`src/rtl/ctrl_multicycle_hs.sv`:
```
// ============================================================================
//  Module      : ctrl_multicycle_hs
//  Description : Multicycle RV32I controller with ready/ack handshakes to
//                instruction and data memory. It generates byte-lane strobes,
//                traps on illegal/misaligned instructions and on memory
//                timeout, halts on ECALL/EBREAK and counts retired
//                instructions.
//  Revision    : 1.0 - initial release
// ============================================================================
`default_nettype none

module ctrl_multicycle_hs #(
    parameter int XLEN    = 32,   // only 32 is supported
    parameter int TIMEOUT = 16,   // 0 disables the memory timeout
    parameter int CNT_W   = 32
) (
    input  logic             clk_i,
    input  logic             rst_i,
    input  logic [XLEN-1:0]  inst_i,
    output logic             imem_req_o,
    input  logic             imem_ack_i,
    output logic             dmem_req_o,
    input  logic             dmem_ack_i,
    output logic [3:0]       dmem_we_o,
    input  logic [1:0]       addr_lo_i,
    output logic [XLEN-1:0]  inst_o,
    output logic [6:0]       op_o,
    output logic [2:0]       funct3_o,
    output logic [4:0]       rs1_addr_o,
    output logic [4:0]       rs2_addr_o,
    output logic [4:0]       rd_addr_o,
    output logic [5:0]       alu_op_o,
    output logic             alu_src_a_o,
    output logic             alu_src_b_o,
    output logic [1:0]       result_mux_o,
    output logic             reg_write_o,
    output logic             branch_o,
    output logic [2:0]       branch_op_o,
    output logic             pc_en_o,
    output logic             trap_o,
    output logic [1:0]       trap_cause_o,
    output logic             halt_o,
    output logic [CNT_W-1:0] instret_o
);

    localparam logic [6:0]  c_opc_load   = 7'b0000011;
    localparam logic [6:0]  c_opc_fence  = 7'b0001111;
    localparam logic [6:0]  c_opc_alui   = 7'b0010011;
    localparam logic [6:0]  c_opc_auipc  = 7'b0010111;
    localparam logic [6:0]  c_opc_store  = 7'b0100011;
    localparam logic [6:0]  c_opc_alu    = 7'b0110011;
    localparam logic [6:0]  c_opc_lui    = 7'b0110111;
    localparam logic [6:0]  c_opc_branch = 7'b1100011;
    localparam logic [6:0]  c_opc_jalr   = 7'b1100111;
    localparam logic [6:0]  c_opc_jal    = 7'b1101111;
    localparam logic [6:0]  c_opc_system = 7'b1110011;
    localparam logic [31:0] c_ecall      = 32'h00000073;
    localparam logic [31:0] c_ebreak     = 32'h00100073;
    localparam logic [31:0] c_nop        = 32'h00000013;

    localparam logic [5:0] c_alu_add  = 6'd0;
    localparam logic [5:0] c_alu_sub  = 6'd1;
    localparam logic [5:0] c_alu_sll  = 6'd2;
    localparam logic [5:0] c_alu_slt  = 6'd3;
    localparam logic [5:0] c_alu_sltu = 6'd4;
    localparam logic [5:0] c_alu_xor  = 6'd5;
    localparam logic [5:0] c_alu_srl  = 6'd6;
    localparam logic [5:0] c_alu_sra  = 6'd7;
    localparam logic [5:0] c_alu_or   = 6'd8;
    localparam logic [5:0] c_alu_and  = 6'd9;

    // Branch codes 000..111 reuse the branch funct3; 010/011 are free there
    localparam logic [2:0] c_br_jal  = 3'b010;
    localparam logic [2:0] c_br_jalr = 3'b011;

    localparam int               c_to_w   = (TIMEOUT < 2) ? 1 : $clog2(TIMEOUT);
    localparam logic [c_to_w-1:0] c_to_lim = c_to_w'(TIMEOUT - 1);

    typedef enum logic [2:0] {
        S_FETCH = 3'd0,
        S_EXEC  = 3'd1,
        S_MEM   = 3'd2,
        S_WB    = 3'd3,
        S_TRAP  = 3'd4,
        S_HALT  = 3'd5
    } state_t;

    state_t              r_state, w_state_nxt;
    logic [XLEN-1:0]     r_inst;
    logic [c_to_w-1:0]   r_tmo_cnt;
    logic [CNT_W-1:0]    r_instret;
    logic [1:0]          r_trap_cause, w_cause_nxt;

    logic [6:0] w_opc;
    logic [2:0] w_f3;
    logic [6:0] w_f7;
    logic       w_legal, w_is_ld, w_is_st, w_is_sys, w_misalign, w_tmo_hit;
    logic [5:0] w_arith_op, w_dec_alu_op, w_alu_op;
    logic       w_dec_src_a, w_dec_src_b, w_dec_rw, w_dec_br;
    logic [1:0] w_dec_rmux, w_rmux;
    logic [2:0] w_dec_bop, w_bop;
    logic [3:0] w_base_we, w_we;
    logic       w_src_a, w_src_b, w_rw, w_br, w_pc_en, w_retire;
    logic       w_imem_req, w_dmem_req, w_tmo_inc;

    assign w_opc = r_inst[6:0];
    assign w_f3  = r_inst[14:12];
    assign w_f7  = r_inst[31:25];

    // Halfword needs even address, word needs 4-byte alignment
    assign w_misalign = ((w_f3[1:0] == 2'b01) && addr_lo_i[0]) ||
                        ((w_f3[1:0] == 2'b10) && (addr_lo_i != 2'b00));
    assign w_base_we  = (w_f3[1:0] == 2'b00) ? 4'b0001 :
                        (w_f3[1:0] == 2'b01) ? 4'b0011 : 4'b1111;
    assign w_tmo_hit  = (TIMEOUT != 0) && (r_tmo_cnt == c_to_lim);

    // Decode the latched instruction into class, legality and datapath controls
    always_comb begin
        w_legal = 1'b0;  w_is_ld = 1'b0;  w_is_st = 1'b0;  w_is_sys = 1'b0;
        w_dec_alu_op = c_alu_add;  w_dec_src_a = 1'b0;  w_dec_src_b = 1'b0;
        w_dec_rmux = 2'b00;  w_dec_rw = 1'b0;  w_dec_br = 1'b0;  w_dec_bop = 3'b000;
        case (w_f3)
            3'b000:  w_arith_op = w_f7[5] ? c_alu_sub : c_alu_add;
            3'b001:  w_arith_op = c_alu_sll;
            3'b010:  w_arith_op = c_alu_slt;
            3'b011:  w_arith_op = c_alu_sltu;
            3'b100:  w_arith_op = c_alu_xor;
            3'b101:  w_arith_op = w_f7[5] ? c_alu_sra : c_alu_srl;
            3'b110:  w_arith_op = c_alu_or;
            default: w_arith_op = c_alu_and;
        endcase
        if (r_inst[1:0] == 2'b11) begin
            case (w_opc)
                c_opc_alu: begin
                    w_legal = (w_f7 == 7'h00) ||
                              ((w_f7 == 7'h20) && ((w_f3 == 3'b000) || (w_f3 == 3'b101)));
                    w_dec_alu_op = w_arith_op;  w_dec_rw = 1'b1;
                end
                c_opc_alui: begin
                    w_legal = (w_f3 == 3'b001) ? (w_f7 == 7'h00) :
                              (w_f3 == 3'b101) ? ((w_f7 == 7'h00) || (w_f7 == 7'h20)) : 1'b1;
                    w_dec_alu_op = (w_f3 == 3'b000) ? c_alu_add : w_arith_op;
                    w_dec_src_b = 1'b1;  w_dec_rw = 1'b1;
                end
                c_opc_branch: begin
                    w_legal = (w_f3[2:1] != 2'b01);
                    w_dec_src_a = 1'b1;  w_dec_src_b = 1'b1;  w_dec_br = 1'b1;  w_dec_bop = w_f3;
                end
                c_opc_jal: begin
                    w_legal = 1'b1;  w_dec_src_a = 1'b1;  w_dec_src_b = 1'b1;  w_dec_rmux = 2'b01;
                    w_dec_rw = 1'b1;  w_dec_br = 1'b1;  w_dec_bop = c_br_jal;
                end
                c_opc_jalr: begin
                    w_legal = (w_f3 == 3'b000);  w_dec_src_b = 1'b1;  w_dec_rmux = 2'b01;
                    w_dec_rw = 1'b1;  w_dec_br = 1'b1;  w_dec_bop = c_br_jalr;
                end
                c_opc_lui: begin
                    w_legal = 1'b1;  w_dec_src_b = 1'b1;  w_dec_rw = 1'b1;
                end
                c_opc_auipc: begin
                    w_legal = 1'b1;  w_dec_src_a = 1'b1;  w_dec_src_b = 1'b1;  w_dec_rw = 1'b1;
                end
                c_opc_fence:  w_legal = 1'b1;
                c_opc_load: begin
                    w_legal = !((w_f3 == 3'b011) || (w_f3 == 3'b110) || (w_f3 == 3'b111));
                    w_is_ld = 1'b1;  w_dec_src_b = 1'b1;
                end
                c_opc_store: begin
                    w_legal = (w_f3 < 3'b011);  w_is_st = 1'b1;  w_dec_src_b = 1'b1;
                end
                c_opc_system: begin
                    w_legal = (r_inst == c_ecall) || (r_inst == c_ebreak);  w_is_sys = 1'b1;
                end
                default: w_legal = 1'b0;
            endcase
        end
        // An illegal instruction must not drive any datapath control
        if (!w_legal) begin
            w_dec_alu_op = c_alu_add;  w_dec_src_a = 1'b0;  w_dec_src_b = 1'b0;
            w_dec_rmux = 2'b00;  w_dec_rw = 1'b0;  w_dec_br = 1'b0;  w_dec_bop = 3'b000;
        end
    end

    // Next-state and per-state control outputs
    always_comb begin
        w_state_nxt = r_state;  w_cause_nxt = r_trap_cause;
        w_imem_req = 1'b0;  w_dmem_req = 1'b0;  w_we = 4'b0000;  w_tmo_inc = 1'b0;
        w_alu_op = c_alu_add;  w_src_a = 1'b0;  w_src_b = 1'b0;  w_rmux = 2'b00;
        w_rw = 1'b0;  w_br = 1'b0;  w_bop = 3'b000;  w_pc_en = 1'b0;  w_retire = 1'b0;
        case (r_state)
            S_FETCH: begin
                w_imem_req = 1'b1;
                if (imem_ack_i) begin
                    w_state_nxt = S_EXEC;
                end else if (w_tmo_hit) begin
                    w_state_nxt = S_TRAP;  w_cause_nxt = 2'b11;
                end else begin
                    w_tmo_inc = 1'b1;
                end
            end
            S_EXEC: begin
                w_alu_op = w_dec_alu_op;  w_src_a = w_dec_src_a;  w_src_b = w_dec_src_b;
                w_rmux = w_dec_rmux;  w_rw = w_dec_rw;  w_br = w_dec_br;  w_bop = w_dec_bop;
                if (!w_legal) begin
                    w_state_nxt = S_TRAP;  w_cause_nxt = 2'b01;
                end else if (w_is_sys) begin
                    w_state_nxt = S_HALT;
                end else if (w_is_ld || w_is_st) begin
                    if (w_misalign) begin
                        w_state_nxt = S_TRAP;  w_cause_nxt = 2'b10;
                    end else begin
                        w_state_nxt = S_MEM;
                    end
                end else begin
                    w_pc_en = 1'b1;  w_retire = 1'b1;  w_state_nxt = S_FETCH;
                end
            end
            S_MEM: begin
                w_alu_op = w_dec_alu_op;  w_src_a = w_dec_src_a;  w_src_b = w_dec_src_b;
                w_dmem_req = 1'b1;
                w_we = w_is_st ? (w_base_we << addr_lo_i) : 4'b0000;
                if (dmem_ack_i) begin
                    if (w_is_st) begin
                        w_pc_en = 1'b1;  w_retire = 1'b1;  w_state_nxt = S_FETCH;
                    end else begin
                        w_state_nxt = S_WB;
                    end
                end else if (w_tmo_hit) begin
                    w_state_nxt = S_TRAP;  w_cause_nxt = 2'b11;
                end else begin
                    w_tmo_inc = 1'b1;
                end
            end
            S_WB: begin
                w_rmux = 2'b10;  w_rw = 1'b1;  w_pc_en = 1'b1;  w_retire = 1'b1;
                w_state_nxt = S_FETCH;
            end
            S_TRAP, S_HALT: w_state_nxt = r_state;
            default:        w_state_nxt = S_FETCH;
        endcase
    end

    // State, instruction register, timeout counter, trap cause and instret
    always_ff @(posedge clk_i) begin
        if (rst_i) begin
            r_state      <= S_FETCH;
            r_inst       <= c_nop;
            r_tmo_cnt    <= '0;
            r_instret    <= '0;
            r_trap_cause <= 2'b00;
        end else begin
            r_state      <= w_state_nxt;
            r_trap_cause <= w_cause_nxt;
            if ((r_state == S_FETCH) && imem_ack_i) r_inst <= inst_i;
            if (w_state_nxt != r_state)             r_tmo_cnt <= '0;
            else if (w_tmo_inc)                     r_tmo_cnt <= r_tmo_cnt + c_to_w'(1);
            if (w_retire)                           r_instret <= r_instret + CNT_W'(1);
        end
    end

    // Every output is held at zero while reset is asserted
    assign imem_req_o   = !rst_i && w_imem_req;
    assign dmem_req_o   = !rst_i && w_dmem_req;
    assign dmem_we_o    = rst_i ? 4'b0000 : w_we;
    assign inst_o       = rst_i ? '0 : r_inst;
    assign op_o         = rst_i ? 7'd0 : w_opc;
    assign funct3_o     = rst_i ? 3'd0 : w_f3;
    assign rs1_addr_o   = (rst_i || (w_opc == c_opc_lui)) ? 5'd0 : r_inst[19:15];
    assign rs2_addr_o   = rst_i ? 5'd0 : r_inst[24:20];
    assign rd_addr_o    = rst_i ? 5'd0 : r_inst[11:7];
    assign alu_op_o     = rst_i ? 6'd0 : w_alu_op;
    assign alu_src_a_o  = !rst_i && w_src_a;
    assign alu_src_b_o  = !rst_i && w_src_b;
    assign result_mux_o = rst_i ? 2'b00 : w_rmux;
    assign reg_write_o  = !rst_i && w_rw;
    assign branch_o     = !rst_i && w_br;
    assign branch_op_o  = rst_i ? 3'b000 : w_bop;
    assign pc_en_o      = !rst_i && w_pc_en;
    assign trap_o       = !rst_i && (r_state == S_TRAP);
    assign trap_cause_o = rst_i ? 2'b00 : r_trap_cause;
    assign halt_o       = !rst_i && (r_state == S_HALT);
    assign instret_o    = rst_i ? '0 : r_instret;

endmodule

`default_nettype wire

```
`config.mk`:
```
export PLATFORM = sky130hd
export DESIGN_NAME = ctrl_multicycle_hs
export DESIGN_NICKNAME = d
export VERILOG_FILES = /design/src/rtl/ctrl_multicycle_hs.sv
export SDC_FILE = /design/constraint.sdc
export NUM_CORES = 1
export LEC_CHECK = 0
export CAP_MARGIN = 30
export CORE_ASPECT_RATIO = 0.8
export CORE_MARGIN = 2
export CORE_UTILIZATION = 42
export CTS_CLUSTER_DIAMETER = 30
export DETAILED_ROUTE_END_ITERATION = 6
export GPL_TIMING_DRIVEN = 0
export HOLD_SLACK_MARGIN = 0.08
export PLACE_DENSITY = 0.78
export SETUP_SLACK_MARGIN = 0.2
export SLEW_MARGIN = 20
export SYNTH_ARGS = -nofsm -noshare
export SYNTH_HDL_FRONTEND = slang
export SYNTH_SLANG_ARGS = --single-unit
export TNS_END_PERCENT = 10
```
`constraint.sdc`:
```
create_clock -name clk_i -period 2.7 [get_ports clk_i]
set_input_delay 0.675 -clock clk_i [delete_from_list [all_inputs] [get_ports clk_i]]
set_output_delay 0.675 -clock clk_i [all_outputs]
set_load 0.1 [all_outputs]
```
==> results of run 1 <==
[cell usage in the layout (no fill, tap or decap), drive strengths merged, types with 5 or more instances in the layout]
| master | synthesis | routed |
|---|---|---|
| or3 | 16 | 16 |
| nor4 | 9 | 9 |
| nand3b | 5 | 5 |
| o21ai | 30 | 30 |
| buf | 27 | 140 |
| clkdlybuf4s50 | 0 | 34 |
| or4 | 12 | 12 |
| and3 | 7 | 7 |
| and2 | 10 | 10 |
| a21oi | 62 | 62 |
| a31oi | 6 | 6 |
| nand3 | 24 | 24 |
| nor3 | 10 | 10 |
| nand2 | 88 | 88 |
| clkbuf | 36 | 66 |
| xor2 | 9 | 9 |
| o31ai | 5 | 5 |
| nor2 | 48 | 48 |
| a211oi | 6 | 6 |
| dfxtp | 73 | 73 |
| inv | 9 | 11 |
| nand4 | 7 | 7 |
| nor2b | 68 | 68 |
[cells in the mapped netlist, types with 3 or more instances]
master    number  area, um2
nand2_1       88        330
dfxtp_1       73       1460
nor2b_1       68        425
a21oi_1       62        310
nor2_1        47        176
clkbuf_1      36        135
o21ai_0       29        145
buf_4         22        165
nand3_1       22        110
or3_1         16        100
or4_1         11       82.6
and2_1        10       62.6
inv_1          9       33.8
nor3_1         9       45.0
xor2_1         9       78.8
nor4_1         8       50.1
and3_1         7       43.8
nand4_1        7       43.8
a211oi_1       5       37.5
a31oi_1        5       31.3
nand3b_1       5       37.5
o31ai_1        5       37.5
and4_1         4       35.0
buf_2          4       20.0
nand2b_1       4       25.0
o211ai_1       4       30.0
mux2_2         3       33.8
or2_2          3       18.8
xnor2_1        3       26.3
[kinds of logic after synthesis]
group	after synthesis	synth area share, %
XOR/XNOR	12	2.34
AO/OA/AOI/OAI	125	16.7
multiplexers	6	1.45
AND/OR/NAND/NOR	322	38.4
adder cells (fa/ha/maj)	2	0.557
buffers and inverters	72	7.96
other	1	0.0834
flip-flops	73	32.5
[area by class of cell]
type | count | area, um2
multi-input cells | 469 | 3160
inverters | 9 | 33.8
clock inverters | 6 | 115
plain buffers | 63 | 497
clock buffers | 9 | 225
fillers | 807 | 2950
repair buffers | 176 | 1700
flip-flops and latches | 73 | 1470
well taps | 140 | 175
[state kept, by name, summed over array words and instances (netlist names)]
| register | flops |
|---|---|
| r_state | 3 |
| r_trap_cause | 2 |
| r_instret | 32 |
| r_inst | 32 |
| r_tmo_cnt | 4 |
[routing by layer]
layer / routed length, um / vias to the layer above
met5: 0 / -
met2: 8070 / 265
met1: 7060 / 2553
met3: 1420 / 28
li1: - / 2483
met4: 338 / 0
[worst max-delay path: cells and delay by family (launching register included)]
family	cells	cell delay [ps]
buf+inv	1	190
simple gates	4	1410
compound gates	3	470
flops	1	320
[metrics by stage]
| stage | cells | cell area, um2 | power (mW) | utilization (%) | setup TNS, ps |
|---|---|---|---|---|---|
| floorplan | 614 | 4860 | 2.05 | - | -41400 |
| global placement | 903 | 6530 | 2.32 | 63.2 | -92720 |
| detailed placement | 904 | 6540 | 2.35 | 63.3 | -81870 |
| CTS | 931 | 7070 | 3.81 | 68.5 | -8360 |
| global route | 945 | 7370 | 4.05 | 71.4 | -13870 |
| finish | 945 | 7370 | 3.94 | 71.4 | -10090 |
[report_power, final]
| part | switching (mW) | total (mW) | internal [mW] | leakage, nW |
|---|---|---|---|---|
| clock | 0.495 | 1.40 | 0.904 | 0.163 |
| sequential | 0.0564 | 1.19 | 1.13 | 0.595 |
| combinational | 0.898 | 1.35 | 0.452 | 2.15 |
| total | 1.45 | 3.94 | 2.49 | 2.91 |
[repair_timing]
item	4_1_cts	5_1_grt
resized for setup	626	95
pin swaps	19	21
setup endpoints to repair	135	104
buffers inserted	12	14
[final timing paths]
check / startpoint / endpoint / slack [ps] / depth (start not counted)
hold / removal: r_trap_cause[0] / r_trap_cause[0] / 450 / 2
hold reg to reg: r_trap_cause[0] / r_trap_cause[0] / 450 / 2
setup reg to reg: r_inst[3] / r_instret[24] / -170 / 13
setup / recovery: r_inst[27] / reg_write_o / -710 / 8
==> impl_metrics.tcl, run 1 <==
set metrics [dict create \
    cp_max_fo 4 \
    firstDrtPassIters 5 \
    violations "setup timing" \
    htree_levels 3 \
    ys.flop_type "dfxtp_1" \
    synth_seq_cells 73 \
    power_density_mw_per_mm2 535 \
    portBuffers 149 \
    cts_tree "yes" \
    syn_area_mm2 0.00449 \
    ir_drop_uv 367 \
    synthToLayoutAreaGrowth_pct 64.0 \
    die_w_um 120 \
    globalRouteOverflowTotal 0 \
    antenna_found_initial 0 \
    use_met2_pct 46.0 \
    clockBufferDepth 2 \
    place_hpwl_mm 11.7 \
    status "complete, but fails checks" \
    fin_worst_skew_ps 7.59 \
    tightest_slew_ps 593 \
    path_cells "or4_4 -> o32ai_4 -> nand3_2 -> nand3_4 -> a21oi_4 -> or4_4 -> o21ai_4 -> buf_12" \
    insertion_delay_ps 340 \
    ys_async_sr_fraction_pct 0 \
    final-hold-violation-count 0 \
    grt_usage_pct 27.6 \
    slowest_stage "or4_4" \
    hold_path.class "flop to flop" \
    drive_above_1_share_pct 36.1 \
    avgSynthCellArea_um2 7.33 \
    yosysUniqueCellTypes 57 \
    numClockSinks 73 \
    whs_ps 453 \
    pin_count 153 \
    dr_total_vias 5329 \
    cts_buffers 9 \
    cp.arrival_ps 2730 \
    maxCapViolations 0 \
    place_congestion 0.903 \
    clock.fmax_mhz 293 \
    drtIter0Drc 488 \
    rsz0062_at_grt "yes" \
    viasPerCell 5.64 \
    endpoint_kind "output pin" \
    dp_slack_ps -1630 \
    dieArea_mm2 0.0115 \
    start_util_pct 43.5 \
    grt_max_degree 14 \
    drc 0 \
    cpMostUsedCell "or4_4" \
    yosysWarnings 0 \
    min_period_over_period_pct 126 \
    die_h_um 96.5 \
    grt_first_pass_wirelength_mm 25.1 \
    yosysSeqAreaShare_pct 32.5 \
    finalCriticalPeriod_ps 3410 \
    synth_edf_count 0 \
    met1_usage_pct 37.3 \
    slew_headroom_pct 60.5 \
    diodes 0 \
    wl_mm 16.9 \
    critPathRequiredTime_ps 2030 \
    grt_pass1_vias 4909 \
    clk_pin_slew_ps 60 \
    use_met3_pct 5.22 \
    drt-wirelength-per-cell_um 17.9 \
    gr-max-usage-layer "met2" \
    slowest_delay_ps 580 \
    layout.nets 841 \
    cp-start-kind "flop" \
    finalSetupViolCount 38 \
    ant_nets 0 \
    critical_path_class "flop to output pin" \
    root_buffer "clkbuf_16" \
    p_leak_nw 2.91 \
    coreArea_mm2 0.0103 \
    slew_violations 0 \
    rows 33 \
    ctsHoldBuffers 0 \
    syn_inst 613 \
    fin_ws_ps -708 \
]
No activity file was read; power rests on OpenSTA's default activity.
==> run 2, diff against run 1 <==
Settings changed: CELL_PAD_IN_SITES_DETAIL_PLACEMENT from default to 1, CELL_PAD_IN_SITES_GLOBAL_PLACEMENT from default to 2, CORE_UTILIZATION 42 to 22, HOLD_SLACK_MARGIN 0.08 to 0.15, PLACE_DENSITY 0.78 to default, PLACE_DENSITY_LB_ADDON from default to 0.1.
==> run 2 against run 1 <==
  * The run still ends with setup timing left
  * Register-to-register slack got worse by 210 ps
  * Clock skew rose by 1.1 ps
  * Cell count grew 13%
  * Highest routed layer is now met5
==> impl_metrics.tcl, run 2 (synthesis gave the netlist of run 1 again) <==
set metrics [dict create \
    drive_above_1_share_pct 34.9 \
    die_w_um 164 \
    slowest_delay_ps 570 \
    htree_levels 3 \
    cp_max_fo 4 \
    firstDrtPassIters 5 \
    ant_nets 0 \
    drtIter0Drc 242 \
    cp_top_family "simple AND/OR/NAND/NOR gates" \
    ctsHoldBuffers 0 \
    rsz0062_at_grt "yes" \
    cp-start-kind "flop" \
    endpoint_kind "output pin" \
    clock.fmax_mhz 298 \
    dr_total_vias 5031 \
    path_cells "or4_4 -> o32ai_4 -> nand3_2 -> nand3_4 -> a21oi_4 -> or4_4 -> o21ai_4 -> buf_12" \
    globalRouteOverflowTotal 0 \
    insertion_delay_ps 340 \
    place_congestion 0.788 \
    hold_path.class "flop to flop" \
    finalCriticalPeriod_ps 3360 \
    cpMostUsedCell "or4_4" \
    pin_count 153 \
    dieArea_mm2 0.0216 \
    p_total_mw 3.82 \
    slew_violations 0 \
    place_hpwl_mm 14.4 \
    fillers 2364 \
    viasPerCell 4.71 \
    clk_pin_slew_ps 70 \
    p_leak_nw 2.91 \
    status "complete, but fails checks" \
    multiInputGateArea_mm2 0.00315 \
    min_to "r_inst[20]" \
    grt_pass1_vias 5394 \
    slew_headroom_pct 46.5 \
    portBuffers 149 \
    ff2ff_path_depth 10 \
    clockBufferDepth 2 \
    violations "setup timing" \
    dp_slack_ps -2010 \
    slowest_stage "or4_4" \
    critical_path_class "flop to output pin" \
    power_density_mw_per_mm2 506 \
    grt_first_pass_wirelength_mm 30.0 \
    ir_drop_uv 275 \
    drt-wirelength-per-cell_um 17.9 \
    hold-path-cell-count 2 \
    synthToLayoutAreaGrowth_pct 68.0 \
    tightest_slew_ps 801 \
    start_util_pct 22.6 \
    final_common_cell "nand2_1" \
    cp_num_buf_inv 1 \
    cp.arrival_ps 2680 \
    grt_usage_pct 17.7 \
    coreArea_mm2 0.0199 \
    worstHoldStart "r_inst[20]" \
    finalSetupViolCount 38 \
    final_util_pct 37.9 \
    die_h_um 132 \
    fin_ws_ps -659 \
    grt_max_degree 14 \
    layout.nets 838 \
    register_area_mm2 0.00147 \
    root_buffer "clkbuf_16" \
    wl_mm 19.1 \
    top_regs "r_inst (32), r_instret (32), r_tmo_cnt (4)" \
    cts_buffers 9 \
    place_inst 1028 \
    r2r_start "r_inst[26]" \
    r2r-end "r_instret[16]" \
    fin_worst_skew_ps 8.69 \
    cts_tree "yes" \
    maxCapViolations 0 \
    r2r_setup_slack_ps -380 \
    min_period_over_period_pct 124 \
    rows 46 \
    numClockSinks 73 \
    fin_cells 1069 \
    final-hold-violation-count 0 \
    antenna_found_initial 2 \
    critPathRequiredTime_ps 2030 \
    drc 0 \
    final_cell_mix "nand2_1, buf_4, dfxtp_1" \
]
[run 2: cell count changes in the layout (fill, tap and decap cells not counted), sizes merged, moves of 2 or more]
| cell | change |
|---|---|
| clkdlybuf4s15 | -3 |
| buf | -5 |
| bufinv | -2 |
| clkbuf | +9 |
| clkdlybuf4s18 | -3 |
| diode | +2 |
[run 2: worst max-delay path by stage]
stage,slack (ps),endpoint,startpoint,cells past startpoint
final,-660,reg_write_o,r_inst[26],8
after global routing,-750,reg_write_o,r_inst[26],8
after CTS,-700,alu_op_o[0],r_inst[29],9
after detailed placement,-2010,alu_op_o[0],r_inst[12],8
after global placement,-1960,alu_op_o[0],r_inst[12],8
after floorplan,-910,alu_op_o[0],r_inst[26],7
[run 2: power by group]
part / internal [mW] / total, mW / switching [mW]
combinational: 0.473 / 1.37 / 0.898
clock: 0.747 / 1.26 / 0.516
sequential: 1.13 / 1.19 / 0.0548
[run 2: layer usage]
layer,GRT usage [%],part of all wire (%),vias up
met2,28.0,46,129
li1,-,-,2468
met5,0,0.068,-
met3,5.41,6.2,14
met4,3.65,0.91,2
met1,23.7,47,2418
[run 2: layout make-up]
cell class | count | share of cell area [%]
Antenna cell | 2 | 0.0663
Buffer | 63 | 6.56
Clock buffer | 11 | 3.21
Clock inverter | 5 | 0.829
Inverter | 9 | 0.447
Multi-Input combinational cell | 469 | 41.7
Sequential cell | 73 | 19.4
Tap cell | 264 | 4.37
Timing Repair Buffer | 173 | 23.4
[run 2: timing repair]
item                                   in CTS  in global routing
setup endpoints to repair                 149                136
buffers inserted                           14                  9
endpoints found under the hold margin       0                  0
cloned                                      0                  0
gates resized for setup                   569                150
pin swaps                                  18                 21
[run 2: per-stage QoR]
step	hold slack [ps]	area, um2	TNS [ps]
floorplan	427	4860	-41400
global placement	446	6680	-105110
detailed placement	458	6720	-93130
CTS	470	7330	-20790
global route	494	7550	-15470
finish	464	7550	-9520
[run 2: tightest hold or removal path, stage by stage, from the launching register on]
cell,delay [ps]
dfxtp_1,310
nand2_1,60
a21oi_1,50
